==> src/rtl/hkspi_responder_if.sv <==
// Register-bank side of the housekeeping SPI responder.
//   reg_addr   : register address (8-bit address byte, zero-extended)
//   reg_wdata  : write data, valid while reg_we is high
//   reg_we     : one-cycle write strobe
//   reg_re     : one-cycle read strobe
//   reg_rdata  : read data, must be valid on the clock after reg_re
// master = responder, slave = register bank.
interface hkspi_responder_if #(
  parameter int ADDR_W = 8
);
  logic [ADDR_W-1:0] reg_addr;
  logic [7:0]        reg_wdata;
  logic              reg_we;
  logic              reg_re;
  logic [7:0]        reg_rdata;

  modport master (
    output reg_addr,
    output reg_wdata,
    output reg_we,
    output reg_re,
    input  reg_rdata
  );

  modport slave (
    input  reg_addr,
    input  reg_wdata,
    input  reg_we,
    input  reg_re,
    output reg_rdata
  );
endinterface

==> src/rtl/hkspi_responder.sv <==
// Housekeeping SPI responder (mode 0, MSB first). Oversamples the SPI pins in
// the core clock domain, decodes command / address / data bytes and issues
// single-cycle read and write strobes to an external register bank.
//
// Ports:
//   clock, reset : core clock, synchronous active-high reset
//   sck, csb, sdi: SPI pins (asynchronous to clock)
//   sdo, sdo_enb : SPI data out and its active-low output enable
//   busy         : high while synchronized csb is low
//   bus          : register bank interface (master side)
//
// state  | meaning
// -------+-----------------------------------------------------------
// IDLE   | csb high, or waiting for csb to be seen high after reset
// CMD    | shifting in the command byte
// ADDR   | shifting in the address byte
// DATA   | streaming data bytes (read and/or write)
// IGNORE | rest of transaction discarded until csb high
module hkspi_responder #(
  parameter int ADDR_W = 8
) (
  input  logic clock,
  input  logic reset,
  input  logic sck,
  input  logic csb,
  input  logic sdi,
  output logic sdo,
  output logic sdo_enb,
  output logic busy,
  hkspi_responder_if.master bus
);

  localparam logic [2:0] ST_IDLE   = 3'd0;
  localparam logic [2:0] ST_CMD    = 3'd1;
  localparam logic [2:0] ST_ADDR   = 3'd2;
  localparam logic [2:0] ST_DATA   = 3'd3;
  localparam logic [2:0] ST_IGNORE = 3'd4;

  // pin synchronizers; sck_s3 is the previous synchronized sck for edge detect
  logic sck_s1, sck_s2, sck_s3;
  logic csb_s1, csb_s2;
  logic sdi_s1, sdi_s2;

  always_ff @(posedge clock) begin
    if (reset) begin
      sck_s1 <= 1'b0;
      sck_s2 <= 1'b0;
      sck_s3 <= 1'b0;
      csb_s1 <= 1'b1;
      csb_s2 <= 1'b1;
      sdi_s1 <= 1'b0;
      sdi_s2 <= 1'b0;
    end else begin
      sck_s1 <= sck;
      sck_s2 <= sck_s1;
      sck_s3 <= sck_s2;
      csb_s1 <= csb;
      csb_s2 <= csb_s1;
      sdi_s1 <= sdi;
      sdi_s2 <= sdi_s1;
    end
  end

  logic sck_rise, sck_fall;
  assign sck_rise = sck_s2 & ~sck_s3;
  assign sck_fall = ~sck_s2 & sck_s3;
  assign busy     = ~csb_s2;

  logic [2:0] state;
  logic [2:0] bit_cnt;
  logic [6:0] rx_sh;
  logic [7:0] byte_next;
  logic       is_wr, is_rd, stream;
  logic [2:0] byte_left;
  logic       last_byte;
  logic [1:0] settle;
  logic       armed;
  logic [7:0] tx_sh;
  logic       out_en, out_bit;
  logic       inc_pend, re_pend;

  assign byte_next = {rx_sh, sdi_s2};
  assign last_byte = ~stream && (byte_left == 3'd1);

  always_ff @(posedge clock) begin
    if (reset) begin
      state         <= ST_IDLE;
      bit_cnt       <= 3'd0;
      rx_sh         <= 7'd0;
      is_wr         <= 1'b0;
      is_rd         <= 1'b0;
      stream        <= 1'b0;
      byte_left     <= 3'd0;
      // synchronizer flops hold reset values for two clocks; wait them out
      // before trusting csb_s2 to arm a new transaction
      settle        <= 2'd2;
      armed         <= 1'b0;
      tx_sh         <= 8'd0;
      out_en        <= 1'b0;
      out_bit       <= 1'b0;
      inc_pend      <= 1'b0;
      re_pend       <= 1'b0;
      sdo           <= 1'b0;
      sdo_enb       <= 1'b1;
      bus.reg_addr  <= '0;
      bus.reg_wdata <= 8'd0;
      bus.reg_we    <= 1'b0;
      bus.reg_re    <= 1'b0;
    end else begin
      bus.reg_we <= 1'b0;
      bus.reg_re <= 1'b0;
      inc_pend   <= 1'b0;
      re_pend    <= 1'b0;

      // output stage adds one clock after the fall is processed
      sdo     <= out_en & out_bit;
      sdo_enb <= ~out_en;

      if (settle != 2'd0)
        settle <= settle - 2'd1;
      else if (csb_s2)
        armed <= 1'b1;

      // write-side follow-up: bump address, then prefetch for read/write
      if (inc_pend)
        bus.reg_addr <= bus.reg_addr + ADDR_W'(1);
      if (re_pend)
        bus.reg_re <= 1'b1;

      if (csb_s2) begin
        state   <= ST_IDLE;
        bit_cnt <= 3'd0;
        out_en  <= 1'b0;
      end else begin
        case (state)
          ST_IDLE: begin
            bit_cnt <= 3'd0;
            if (armed)
              state <= ST_CMD;
          end

          ST_CMD: begin
            if (sck_rise) begin
              bit_cnt <= bit_cnt + 3'd1;
              rx_sh   <= byte_next[6:0];
              if (bit_cnt == 3'd7) begin
                is_wr     <= byte_next[7];
                is_rd     <= byte_next[6];
                byte_left <= byte_next[5:3];
                stream    <= (byte_next[5:3] == 3'd0);
                state     <= (byte_next[7:6] == 2'b00) ? ST_IGNORE : ST_ADDR;
              end
            end
          end

          ST_ADDR: begin
            if (sck_rise) begin
              bit_cnt <= bit_cnt + 3'd1;
              rx_sh   <= byte_next[6:0];
              if (bit_cnt == 3'd7) begin
                bus.reg_addr <= ADDR_W'(byte_next);
                bus.reg_re   <= is_rd;
                state        <= ST_DATA;
              end
            end
          end

          ST_DATA: begin
            if (sck_rise) begin
              bit_cnt <= bit_cnt + 3'd1;
              rx_sh   <= byte_next[6:0];
              if (bit_cnt == 3'd7) begin
                if (!stream)
                  byte_left <= byte_left - 3'd1;
                if (is_wr) begin
                  bus.reg_we    <= 1'b1;
                  bus.reg_wdata <= byte_next;
                  inc_pend      <= 1'b1;
                  // read/write: prefetch next address only after the write
                  re_pend       <= is_rd & ~last_byte;
                end else begin
                  bus.reg_addr <= bus.reg_addr + ADDR_W'(1);
                  bus.reg_re   <= ~last_byte;
                end
                if (last_byte) begin
                  state  <= ST_IGNORE;
                  out_en <= 1'b0;
                end
              end
            end else if (sck_fall && is_rd) begin
              out_en  <= 1'b1;
              out_bit <= tx_sh[7];
              tx_sh   <= {tx_sh[6:0], 1'b0};
            end
          end

          ST_IGNORE: begin
            out_en <= 1'b0;
          end

          default: state <= ST_IDLE;
        endcase
      end

      // read data arrives the clock after the strobe; a load wins over a shift
      if (bus.reg_re)
        tx_sh <= bus.reg_rdata;
    end
  end

endmodule

==> src/flat_wrapper.sv <==
// flat-port wrapper written by rule: the top's interface ports become plain ports
module hkspi_responder_flat 
#(
  parameter int ADDR_W = 8
)
  (clock, reset, sck, csb, sdi, sdo, sdo_enb, busy, bus_reg_addr, bus_reg_wdata, bus_reg_we, bus_reg_re, bus_reg_rdata);
  hkspi_responder_if #(.ADDR_W(ADDR_W)) bus_i ();
  input  logic clock;
  input  logic reset;
  input  logic sck;
  input  logic csb;
  input  logic sdi;
  output logic sdo;
  output logic sdo_enb;
  output logic busy;
  output wire logic [$bits(bus_i.reg_addr)-1:0] bus_reg_addr;
  output wire logic [$bits(bus_i.reg_wdata)-1:0] bus_reg_wdata;
  output wire logic [$bits(bus_i.reg_we)-1:0] bus_reg_we;
  output wire logic [$bits(bus_i.reg_re)-1:0] bus_reg_re;
  input wire logic [$bits(bus_i.reg_rdata)-1:0] bus_reg_rdata;
  assign bus_reg_addr = bus_i.reg_addr;
  assign bus_reg_wdata = bus_i.reg_wdata;
  assign bus_reg_we = bus_i.reg_we;
  assign bus_reg_re = bus_i.reg_re;
  assign bus_i.reg_rdata = bus_reg_rdata;
  hkspi_responder #(.ADDR_W(ADDR_W)) u_core (.clock(clock), .reset(reset), .sck(sck), .csb(csb), .sdi(sdi), .sdo(sdo), .sdo_enb(sdo_enb), .busy(busy), .bus(bus_i));
endmodule
==> config.mk <==
export PLATFORM = sky130hd
export DESIGN_NAME = hkspi_responder_flat
export DESIGN_NICKNAME = d
export VERILOG_FILES = /design/src/rtl/hkspi_responder_if.sv /design/src/rtl/hkspi_responder.sv /design/src/flat_wrapper.sv
export SDC_FILE = /design/constraint.sdc
export NUM_CORES = 1
export LEC_CHECK = 0
export BUFFER_PORTS_ARGS = -buffer_cell sky130_fd_sc_hd__clkbuf_2
export CORE_ASPECT_RATIO = 1.5
export CORE_MARGIN = 4
export CORE_UTILIZATION = 60
export CTS_CLUSTER_SIZE = 25
export DETAILED_ROUTE_END_ITERATION = 16
export GPL_ROUTABILITY_DRIVEN = 0
export PLACE_DENSITY = 0.82
export SYNTH_ARGS = -nofsm -noshare
export SYNTH_HDL_FRONTEND = slang
export SYNTH_SLANG_ARGS = --single-unit
export TNS_END_PERCENT = 5
==> constraint.sdc <==
create_clock -name clock -period 3.4 [get_ports clock]
set_input_delay 0.34 -clock clock [delete_from_list [all_inputs] [get_ports clock]]
set_output_delay 0.34 -clock clock [all_outputs]
set_load 0.005 [all_outputs]
# After elaboration in Yosys (flattened, before gate mapping)
# Index checks and enable logic that the tools add are counted.
# op_classes
addsub	4
eq_ne	21
n_mux	45
n_bitwise	16
n_reduce_logical	25
# op_table
op	count
8-bit two-way mux	12
3-bit two-way mux	15
2-bit by 1-bit != test with 1-bit output (second input constant)	11
8-bit one-hot mux with 2 select lines	1
4-bit AND reduction	4
3-bit one-hot mux with 5 select lines	1
1-bit two-way mux	12
1-bit NOT	12
3-bit one-hot mux with 2 select lines	2
2-bit nonzero test	6
9-bit AND reduction	1
8-bit by 1-bit adder with 8-bit output (second input constant)	1
7-bit AND reduction	1
3-bit by 1-bit == test with 1-bit output (second input constant)	2
3-bit by 2-bit == test with 1-bit output (second input constant)	2
3-bit == test (second input constant)	2
3-bit logical NOT	2
3-bit != test (second input constant)	2
6-bit OR reduction	1
5-bit AND reduction	1
5-bit OR reduction	1
1-bit bitwise AND	4
1-bit one-hot mux with 2 select lines	2
2-bit AND reduction	2
10 further kinds	11
# totals
regBits	60
out_inout_bits	21

# Longest topological paths before layout
# Gate-level depths: netlist of run 1.
# logic_depth
depth_word	8
ltp_mapped	8
ltp_nobuf	7

# Worst setup path before layout of run 1
# OpenSTA, ideal clock, no wires.
# synth_path
path_type	register to register
from	reg u_core.bit_cnt[0]
to	reg u_core.byte_left[2]
arrival_ns	1.725
path_slack_ns	1.547
stages_incl_launch_ff	8
path_cell_list	dfxtp_1 ha_1 ha_1 nand3b_1 a2111oi_2 o21ai_0 a22oi_1 nor2_1
# synth_via
elab_chain_len	3
word_cells_on_any_way	4
cone_classes	eq/ne (3); reduce/logical (1)
# synth_lines
item	line	rtl
start: declaration	hkspi_responder.sv:70	logic [2:0] bit_cnt;
start signal: assignment	hkspi_responder.sv:144	bit_cnt <= bit_cnt + 3'd1;
start signal: assignment	hkspi_responder.sv:158	bit_cnt <= bit_cnt + 3'd1;
start signal: assignment	hkspi_responder.sv:170	bit_cnt <= bit_cnt + 3'd1;
3-bit == test *	hkspi_responder.sv:146, hkspi_responder.sv:172	
2-bit by 1-bit != test with 1-bit output (no line)	-	
7-bit AND reduction (no line) *	-	
end signal: assignment	hkspi_responder.sv:149	byte_left <= byte_next[5:3];
end signal: assignment	hkspi_responder.sv:174	byte_left <= byte_left - 3'd1;
end: declaration	hkspi_responder.sv:74	logic [2:0] byte_left;
# Mark *: on every way between the ends. The rest lies on a longest branch, timed or not.
# A chain may end at the register's enable or synchronous reset.

# Worst setup path after layout of run 1
# layout_path
from	reg u_core.bit_cnt[0]
to	reg u_core.bus.reg_addr[6]
# layout_via
elab_chain_len	5
word_cells_on_any_way	7
cone_classes	eq/ne (1); mux (6)
# layout_lines
item	line	rtl
3-bit == test *	hkspi_responder.sv:160, hkspi_responder.sv:172	
8-bit two-way mux, on equally long branches	hkspi_responder.sv:172, hkspi_responder.sv:160	
8-bit two-way mux, on equally long branches	hkspi_responder.sv:169, hkspi_responder.sv:157	
8-bit one-hot mux with 2 select lines *	hkspi_responder.sv:135	case (state)
8-bit two-way mux *	hkspi_responder.sv:130	if (csb_s2) begin
end signal: assignment	hkspi_responder.sv:126	bus.reg_addr <= bus.reg_addr + ADDR_W'(1);
end signal: assignment	hkspi_responder.sv:161	bus.reg_addr <= ADDR_W'(byte_next);
end signal: assignment	hkspi_responder.sv:182	bus.reg_addr <= bus.reg_addr + ADDR_W'(1);
end: declaration	hkspi_responder_if.sv:18	output reg_addr,
# Marked as above.

==> metrics.md, run 1 <==
| Metric | Value |
|---|---|
| Status | `completed` |
| Post-CTS Setup Bufs | `0` |
| Crit-path max FO | `7` |
| Post-synthesis sequential area ratio | `0.436` |
| Slowest CP cell | `o41ai_1` |
| Final layout net count | `350` |
| Critical Path Stages | `7` |
| DIE HEIGHT | `91.0 um` |
| Core area | `~4300 sq um` |
| CTS tree | `built` |
| First drt pass iteration count | `4` |
| EDFF count, synth | `0` |
| Post-Syn Instances | `300` |
| Dpl hpwl | `4180 um` |
| I/O Pins | `34` |
| FILL cells | `around 340` |
| Pin count of the biggest net entering global routing | `27` |
| Cell accounting for the most synthesized area | `dfxtp_1` |
| Rel. slew slack | `0.471` |
| Critical path launch point type | `register` |
| Die ar. | `a little under 6000 sq um` |
| Fraction of registers with async set/reset | `0` |
| Clock Tree Buf Depth | `2` |
| Mean Syn Cell Area | `approximately 9.2 sq um` |
| Clock latency on the worst-skew pair | `between 0.3 and 0.4 ns` |
| Minimum clock period | `between 2 and 2.5 ns` |
| Worst path top cell family by delay | `compound AO/OA/AOI/OAI gates` |
| Clock Sinks | `60` |
| Setup Skew | `between 0.009 and 0.01 ns` |
| Vias/cell | `about 6` |
| Layout cells sized above 1 | `0.202` |
| Setup TNS | `0 ns` |
| FF-to-FF Start | `u_core.bit_cnt[0]$_SDFFE_PP0P_` |
| CP endpoint kind | `register` |
| CTS Buf Count | `9` |
| # diodes | `0` |
| # resized after CTS | `0` |
| DRC Markers | `0` |
| Cts hold-fix bufs | `0` |
| Synthesized flop and latch total | `60` |
| Root buf cell | `clkbuf_8` |
| # rows | `29` |
| Setup-failing EPs final | `0` |
| VDD IR max | `about 0.45 mV` |
| Max Freq | `approximately 0.44 GHz` |
| Cell variety after synth | `between 40 and 50` |
| Clock Pin Slew Worst Setup and Hold Paths | `around 0.070 ns` |
| Met1 Usage GRT | `0.269` |
| Synth top area cells | `dfxtp_1, mux2i_1, nor2_1` |
| Critical Path RT | `3.63 ns` |
| Count leader, synth | `dfxtp_1` |
| H-tree levels | `3` |
| Arrival time worst endpoint | `approximately 2.5 ns` |
| Gr busiest metal | `met2` |
| CP peak stage delay | `0.83 ns` |
| Total power | `~1.5 mW` |
| Reg2reg path depth | `7` |
| Total Wirelength | `roughly 5900 um` |
| Syn_nets | `about 320` |
| WL per Instance | `between 15 and 20 um` |
| CP Launch Point | `u_core.bit_cnt[0]$_SDFFE_PP0P_` |
| First-pass GRT wire length | `between 10000 and 15000 um` |
| Gr usage total | `0.223` |
| Reg-to-reg slack, setup | `~1.1 ns` |
| Port Buf Inserts | `33` |
| Initial Utilization | `0.638` |
| Slew at the pin with the worst max-slew slack | `slightly below 0.8 ns` |
| Tcrit/Tclk final | `0.664` |
| GR Overflow Total | `0` |
| Worst path buffer plus inverter count | `0` |
| Post-Syn Area | `between 2000 and 3000 sq um` |
| PwrDens | `478 nW/um^2` |
| Max-Cap Viols | `0` |
| RSZ-0062 raised after global routing | `no` |
| End point of the critical path | `u_core.bus.reg_addr[6]$_SDFF_PP0_` |
| Register area | `1200 sq um` |
| Ys flop type | `dfxtp_1` |
| Sequence of cells on the critical path | `ha_1, ha_1, nand3b_1, o41ai_1, nor2_1, o21ai_1, o21ai_1` |
| M3 GR Usage | `0.0556` |
| Die Wd | `63.3 um` |
| Post-route ant nets | `0` |
| Total number of vias | `approximately 2200` |
| Initial antenna violation count | `0` |
| Leakage | `1.30 nW` |
| Vias in the first global route | `between 2000 and 2500` |
| Worst reg2reg endpoint | `u_core.bus.reg_addr[6]$_SDFF_PP0_` |
| HP Class | `in2reg` |
| Area share of the largest cell type after synthesis | `0.436` |
| List of most frequent post-synthesis cells | `dfxtp_1, nor2_1, mux2i_1` |
| YS warnings | `0` |
| Critical path class | `reg2reg` |
| DR iter-0 viols | `between 150 and 200` |
| Area growth from synthesis to layout | `14.2%` |
| Pins over their slew limit | `0` |
| Multi-input gate area | `1460 sq um` |
| Fin. Hold Viols | `0` |
| Global Route met2 Usage | `0.369` |
worst reg2reg max path, cell delays in order (launching register included):
cell      delay, ns
dfxtp_1        0.35
ha_1           0.16
ha_1           0.19
nand3b_1       0.28
o41ai_1        0.83
nor2_1         0.12
o21ai_1        0.16
o21ai_1        0.06
report_power, final:
group          switching (mW)  internal [mW]
combinational          0.0455         0.0397
sequential             0.0118          0.722
clock                   0.267          0.417
total                   0.324           1.18
how the worst min path moves through the flow:
stage	start	end	slack, ns	cells past startpoint
after global routing	csb	u_core.csb_s1$_SDFF_PP1_	0.20	2
final	csb	u_core.csb_s1$_SDFF_PP1_	0.21	2
after floorplan	u_core.out_en$_SDFFE_PP0P_	u_core.sdo_enb$_SDFF_PP1_	0.37	1
after global placement	u_core.out_en$_SDFFE_PP0P_	u_core.sdo_enb$_SDFF_PP1_	0.39	1
after CTS	csb	u_core.csb_s1$_SDFF_PP1_	0.20	2
after detailed placement	u_core.out_en$_SDFFE_PP0P_	u_core.sdo_enb$_SDFF_PP1_	0.39	1
routing by layer:
layer  wire, um  share of wire
met5          0              0
met3        303          0.051
met1       2530           0.43
met2       2960           0.50
met4        143          0.024
sequential cells by signal, summed over array words and instances, names as in the netlist, 2 cells and up:
name,flops
u_core.bus.reg_addr,8
u_core.bus.reg_wdata,8
u_core.tx_sh,8
u_core.rx_sh,7
u_core.bit_cnt,3
u_core.byte_left,3
u_core.state,3
u_core.settle,2
cell families after synthesis:
logic type / share of synthesized area
fa+ha+maj: 0.0272
buf+inv: 0.0354
xor+xnor: 0.0350
compound gates: 0.104
mux: 0.146
simple gates: 0.217
flops: 0.436
layout make-up:
class | count | area share
repair buffers | 35 | 0.0573
clock inverters | 3 | 0.0135
multi-input cells | 217 | 0.463
inverters | 8 | 0.00954
clock buffers | 13 | 0.0569
flip-flops and latches | 60 | 0.382
well taps | 46 | 0.0183
through the flow:
stage	util	area (sq um)	instances	hold slack (ns)	setup WS [ns]
3_3_place_gp	0.677	2930	366	0.388	1.22
4_1_cts	0.729	3150	382	0.198	1.14
6_report	0.729	3150	382	0.206	1.14
3_5_place_dp	0.677	2930	366	0.390	1.16
2_1_floorplan	-	2760	300	0.367	1.55
5_1_grt	0.729	3150	382	0.204	0.912
placed cells by master (no fill, tap or decap), types with 5 or more instances in the layout:
master    netlist  layout
o22ai_1         5       5
nand2b_1        5       5
o21ai_0         9       9
dfxtp_1        60      60
nand3_1         7       7
mux2_2          9       9
inv_1           8       8
mux2i_1        30      30
ha_1            6       6
a22oi_1         6       6
clkbuf_8        0      13
xor2_1          9       9
and3_1          6       6
nor2b_1        10      10
a21oi_1        11      11
nand2_1        17      17
nor2_1         44      44
clkbuf_2        0      33
No activity file was read; power rests on OpenSTA's default activity.
==> run 2: changes to the inputs <==
CORE_UTILIZATION = 52   (was 60)
PLACE_DENSITY = 0.75   (was 0.82)
clock period = 2.05 ns   (was 3.4 ns; I/O delays follow)
==> run 2 against run 1 <==
Flip-flop and latch count unchanged. Power up 68%. First-iteration DRC count down 23%. Core utilization down 8.4 points. Sequential share of layout area down 1.8 points. Global-route usage down 1.9 points. Clock power up 70%. Non-clock buffer count up 13. Die area up 14%. Design area up 5.0%. Critical path type unchanged. Largest cell class unchanged.
==> metrics.md, run 2 (synthesis results as in run 1) <==
| Metric | Value |
|---|---|
| Status | `completed` |
| Port Buf Inserts | `33` |
| DIE HEIGHT | `around 97 um` |
| Slowest CP cell | `or4_4` |
| First-pass GRT wire length | `just over 10000 um` |
| Max-Cap Viols | `0` |
| Final layout net count | `between 300 and 400` |
| PwrDens | `762 nW/um^2` |
| Fin. Hold Viols | `0` |
| Setup-failing EPs final | `0` |
| Pins over their slew limit | `0` |
| Clock Sinks | `60` |
| Register area | `roughly 1200 sq um` |
| FF-to-FF Start | `u_core.bit_cnt[0]$_SDFFE_PP0P_` |
| HP Class | `in2reg` |
| Core area | `a little over 5000 sq um` |
| H-tree levels | `3` |
| Max Freq | `between 0.5 and 0.6 GHz` |
| Clock Pin Slew Worst Setup and Hold Paths | `0.07 ns` |
| Critical path launch point type | `register` |
| Die ar. | `between 6000 and 7000 sq um` |
| FILL cells | `around 480` |
| Area growth from synthesis to layout | `20.0%` |
| Cts hold-fix bufs | `0` |
| Rel. slew slack | `0.674` |
| CP endpoint kind | `register` |
| Final worst setup slack | `between 0.1 and 0.15 ns` |
| VDD IR max | `between 0.5 and 0.6 mV` |
| Pin count of the biggest net entering global routing | `43` |
| Largest regs | `u_core.bus.reg_addr (8), u_core.bus.reg_wdata (8), u_core.tx_sh (8)` |
| Total number of vias | `about 2300` |
| DRC Markers | `0` |
| Reg-to-reg slack, setup | `approximately 0.10 ns` |
| Vias in the first global route | `about 2200` |
| Sequence of cells on the critical path | `ha_1, ha_2, nand3b_1, buf_4, or4_4, nand2b_2, a21oi_1, o21ai_1` |
| Gr usage total | `0.204` |
| Root buf cell | `clkbuf_8` |
| Total power | `2.52 mW` |
| Arrival time worst endpoint | `between 2 and 2.5 ns` |
| Total Wirelength | `6320 um` |
| CP peak stage delay | `0.49 ns` |
| Hold Crit Depth | `2` |
| Post-layout util | `0.645` |
| CP Launch Point | `u_core.bit_cnt[0]$_SDFFE_PP0P_` |
| GR Overflow Total | `0` |
| Setup TNS | `0 ns` |
| Hold_sp | `csb` |
| I/O Pins | `34` |
| Post-route ant nets | `0` |
| Vias/cell | `around 5.6` |
| Slew at the pin with the worst max-slew slack | `just under 0.5 ns` |
| Layout cells sized above 1 | `0.241` |
| Minimum clock period | `slightly below 2 ns` |
| Setup WS pre-CTS | `roughly 0.06 ns` |
| Setup Skew | `slightly below 0.009 ns` |
| Clock latency on the worst-skew pair | `roughly 0.34 ns` |
| Initial Utilization | `0.538` |
| Leakage | `around 1.4 nW` |
| CTS tree | `built` |
| Crit-path max FO | `4` |
| # rows | `32` |
| CTS Buf Count | `9` |
| WL per Instance | `~15 um` |
| Critical path class | `reg2reg` |
| Critical Path RT | `approximately 2.3 ns` |
| Commonest non-fill, non-tap cell in the layout | `dfxtp_1` |
| Clock Tree Buf Depth | `2` |
| Tcrit/Tclk final | `0.951` |
| # diodes | `0` |
| Die Wd | `roughly 67 um` |
| Multi-input gate area | `1500 sq um` |
| DR iter-0 viols | `121` |
| Reg2reg path depth | `8` |
| Initial antenna violation count | `0` |
| Commonest non-fill, non-tap cells in the layout | `dfxtp_1, nor2_1, clkbuf_2` |
| Dpl hpwl | `roughly 4300 um` |
| First drt pass iteration count | `4` |
run 2: cell type report:
class	instances	area share
clock buffer	11	0.0428
timing repair buffer	48	0.0833
tap	68	0.0257
inverter	8	0.00908
clock inverter	4	0.0223
sequential	60	0.364
multi-input combinational	217	0.453
run 2: worst max-delay path: cells and delay by family, from the launching register on:
kind / cells / cell delay (ns)
AOI/OAI and AO/OA: 2 / 0.24
adders and majority gates: 2 / 0.37
buffers and inverters: 1 / 0.20
DFF: 1 / 0.35
and+or+nand+nor: 3 / 0.72
run 2: report_power, final:
group | switching (mW) | internal, mW | leakage [nW] | total (mW)
registers | 0.0183 | 1.20 | 0.486 | 1.22
logic | 0.0743 | 0.0665 | 0.783 | 0.141
clock network | 0.451 | 0.711 | 0.109 | 1.16
total | 0.544 | 1.97 | 1.38 | 2.52
run 2: worst paths after layout:
path | to
max | u_core.bus.reg_addr[7]$_SDFF_PP0_
min | u_core.csb_s1$_SDFF_PP1_
max reg2reg | u_core.bus.reg_addr[7]$_SDFF_PP0_
min reg2reg | u_core.sdo_enb$_SDFF_PP1_
run 2: layer usage:
metal | up-vias | wire length [um] | global-route usage
met5 | - | 0 | 0
met4 | 0 | 209 | 0.116
met3 | 19 | 371 | 0.0532
met2 | 76 | 3150 | 0.329
met1 | 1081 | 2590 | 0.236
li1 | 1138 | - | -
run 2: per-stage QoR:
step                      instances  cell area (sq um)  hold WS (ns)
after floorplan                 300               2760         0.309
after global routing            416               3310        0.0321
after CTS                       414               3260        0.0341
final                           416               3310        0.0458
after global placement          399               3040         0.394
after detailed placement        399               3040         0.390
run 2: timing repair:
item,4_1_cts,5_1_grt
endpoints found under the setup margin,1,20
pin swaps,0,2
resized for setup,1,8
cloned,0,1
setup buffers,0,1
==> run 3: changes to the inputs <==
CELL_PAD_IN_SITES_DETAIL_PLACEMENT = 0   (was unset)
CELL_PAD_IN_SITES_GLOBAL_PLACEMENT = 1   (was unset)
CORE_UTILIZATION = 39   (was 52)
GPL_TIMING_DRIVEN = 0   (was unset)
PLACE_DENSITY = 0.74   (was 0.75)
==> run 3 against run 2 <==
Design area down 0.15%. Non-clock buffer count increased by 2. Final cell count increased by 2.9%. Critical path depth is 1 lower. Fmax decreased by 3.2%. First-iteration DRC count is 23% lower. Register-to-register slack got worse by 0.06 ns.
==> metrics.md, run 3 (synthesis results as in run 1) <==
| Metric | Value |
|---|---|
| Status | `completed` |
| Root buf cell | `clkbuf_8` |
| Reg2reg path depth | `7` |
| CTS Buf Count | `9` |
| VDD IR max | `approximately 0.48 mV` |
| Max-Cap Viols | `0` |
| CP peak stage delay | `around 0.40 ns` |
| Cts hold-fix bufs | `0` |
| Die Wd | `76.6 um` |
| Setup-failing EPs final | `0` |
| Sequence of cells on the critical path | `ha_1, ha_2, nand3b_1, a2111oi_4, buf_4, mux2i_1, a21oi_1` |
| Area growth from synthesis to layout | `19.8%` |
| Vias/cell | `around 5.3` |
| Slew at the pin with the worst max-slew slack | `roughly 0.57 ns` |
| Worst reg2reg endpoint | `u_core.byte_left[0]$_SDFFE_PP0P_` |
| Commonest non-fill, non-tap cell in the layout | `dfxtp_1` |
| PwrDens | `approximately 750 nW/um^2` |
| Commonest non-fill, non-tap cells in the layout | `dfxtp_1, nor2_1, clkbuf_2` |
| Rel. slew slack | `0.623` |
| End point of the critical path | `u_core.byte_left[0]$_SDFFE_PP0P_` |
| WL per Instance | `15.6 um` |
| Slowest CP cell | `a2111oi_4` |
| # diodes | `0` |
| GR Overflow Total | `0` |
| Multi-input gate area | `around 1500 sq um` |
| Leakage | `1.33 nW` |
| Critical path launch point type | `register` |
| Post-route ant nets | `0` |
| Largest regs | `u_core.bus.reg_addr (8), u_core.bus.reg_wdata (8), u_core.tx_sh (8)` |
| Arrival time worst endpoint | `~2.2 ns` |
| H-tree levels | `3` |
| Critical Path RT | `~2.3 ns` |
| Total number of vias | `approximately 2300` |
| Setup TNS | `0 ns` |
| Pin count of the biggest net entering global routing | `11` |
| DR iter-0 viols | `93` |
| Total Wirelength | `6660 um` |
| Clock Sinks | `60` |
| FILL cells | `679` |
| Register area | `1200 sq um` |
| Port Buf Inserts | `32` |
| Reg-to-reg slack, setup | `~0.036 ns` |
| CP endpoint kind | `register` |
| Clock latency on the worst-skew pair | `between 0.3 and 0.4 ns` |
| Crit-path max FO | `7` |
| FF-to-FF Start | `u_core.bit_cnt[0]$_SDFFE_PP0P_` |
| Initial antenna violation count | `0` |
| Tcrit/Tclk final | `0.982` |
| I/O Pins | `34` |
| Minimum clock period | `just over 2 ns` |
| RSZ-0062 raised after global routing | `yes` |
| Final layout net count | `roughly 370` |
| First drt pass iteration count | `4` |
| Layout cells sized above 1 | `0.220` |
| Post-Layout Cell Count | `approximately 430` |
| Clock Tree Buf Depth | `2` |
| Pins over their slew limit | `0` |
| Placed Cells | `410` |
| # rows | `37` |
| Final worst setup slack | `~0.036 ns` |
| Clock Pin Slew Worst Setup and Hold Paths | `about 0.06 ns` |
| Vias in the first global route | `~2300` |
| Die ar. | `approximately 8500 sq um` |
| HP Class | `in2reg` |
| Setup WS pre-CTS | `-0.327 ns` |
| CP Launch Point | `u_core.bit_cnt[0]$_SDFFE_PP0P_` |
| Setup Skew | `around 0.0083 ns` |
| Initial Utilization | `0.402` |
| Dpl hpwl | `roughly 4800 um` |
| First-pass GRT wire length | `between 10000 and 15000 um` |
| Critical path class | `reg2reg` |
| Core area | `between 6000 and 7000 sq um` |
| Worst Hold Margin | `roughly 0.052 ns` |
| Gr usage total | `0.165` |
| Fin. Hold Viols | `0` |
| CTS tree | `built` |
| DIE HEIGHT | `111 um` |
| Max Freq | `around 0.50 GHz` |
| DRC Markers | `0` |
-- run 3: cell types whose count changed in the layout (fill, tap and decap cells not counted), moves of 2 or more --
cell	delta
buf_4	-11
clkbuf_8	+2
buf_2	+2
clkbuf_1	+10
-- run 3: how the worst min path moves through the flow --
stage | end | from | cells past startpoint | slack (ns)
2_1_floorplan | u_core.csb_s1$_SDFF_PP1_ | csb | 1 | 0.31
3_3_place_gp | u_core.sdo_enb$_SDFF_PP1_ | u_core.out_en$_SDFFE_PP0P_ | 1 | 0.39
3_5_place_dp | u_core.sdo_enb$_SDFF_PP1_ | u_core.out_en$_SDFFE_PP0P_ | 1 | 0.39
4_1_cts | u_core.csb_s1$_SDFF_PP1_ | csb | 2 | 0.04
5_1_grt | u_core.csb_s1$_SDFF_PP1_ | csb | 2 | 0.04
6_report | u_core.csb_s1$_SDFF_PP1_ | csb | 2 | 0.05
-- run 3: worst max-delay path, delay by kind of cell (launching register included) --
kind / cells / cell delay (ns)
multiplexers: 1 / 0.17
flip-flops: 1 / 0.33
adder cells (fa/ha/maj): 2 / 0.35
AND/OR/NAND/NOR: 1 / 0.35
buffers and inverters: 1 / 0.20
AO/OA/AOI/OAI: 2 / 0.47
-- run 3: metal layers --
layer / up-vias / share of wire / track usage / wire, um
met5: - / 0 / 0 / 0
met4: 0 / 0.021 / 0.0919 / 143
met3: 13 / 0.041 / 0.0439 / 271
met2: 48 / 0.51 / 0.284 / 3410
met1: 1072 / 0.43 / 0.182 / 2830
li1: 1142 / - / - / -
-- run 3: what timing repair did --
item | 4_1_cts | 5_1_grt
cloned | 0 | 1
pin swaps | 4 | 3
endpoints found under the setup margin | 23 | 22
resized for setup | 7 | 8
setup buffers | 1 | 1
-- run 3: where the power goes --
part	total (mW)	switching (mW)	internal, mW	leakage, nW
sequential	1.21	0.0154	1.20	0.487
clock	1.09	0.438	0.656	0.103
combinational	0.153	0.0832	0.0699	0.739
total	2.46	0.537	1.92	1.33
-- run 3: cell type report --
class,instances,area share
buffer,15,0.0216
clock buffer,14,0.0523
timing repair buffer,35,0.0546
inverter,8,0.00910
multi-input combinational,217,0.459
sequential,60,0.365
tap,78,0.0296
clock inverter,1,0.00910
-- run 3: per-stage QoR --
stage	instance area [sq um]	util	total power, mW
5_1_grt	3300	0.482	2.58
6_report	3300	0.482	2.46
3_5_place_dp	3010	0.440	1.39
2_1_floorplan	2760	-	1.34
4_1_cts	3260	0.476	2.49
3_3_place_gp	3010	0.440	1.38
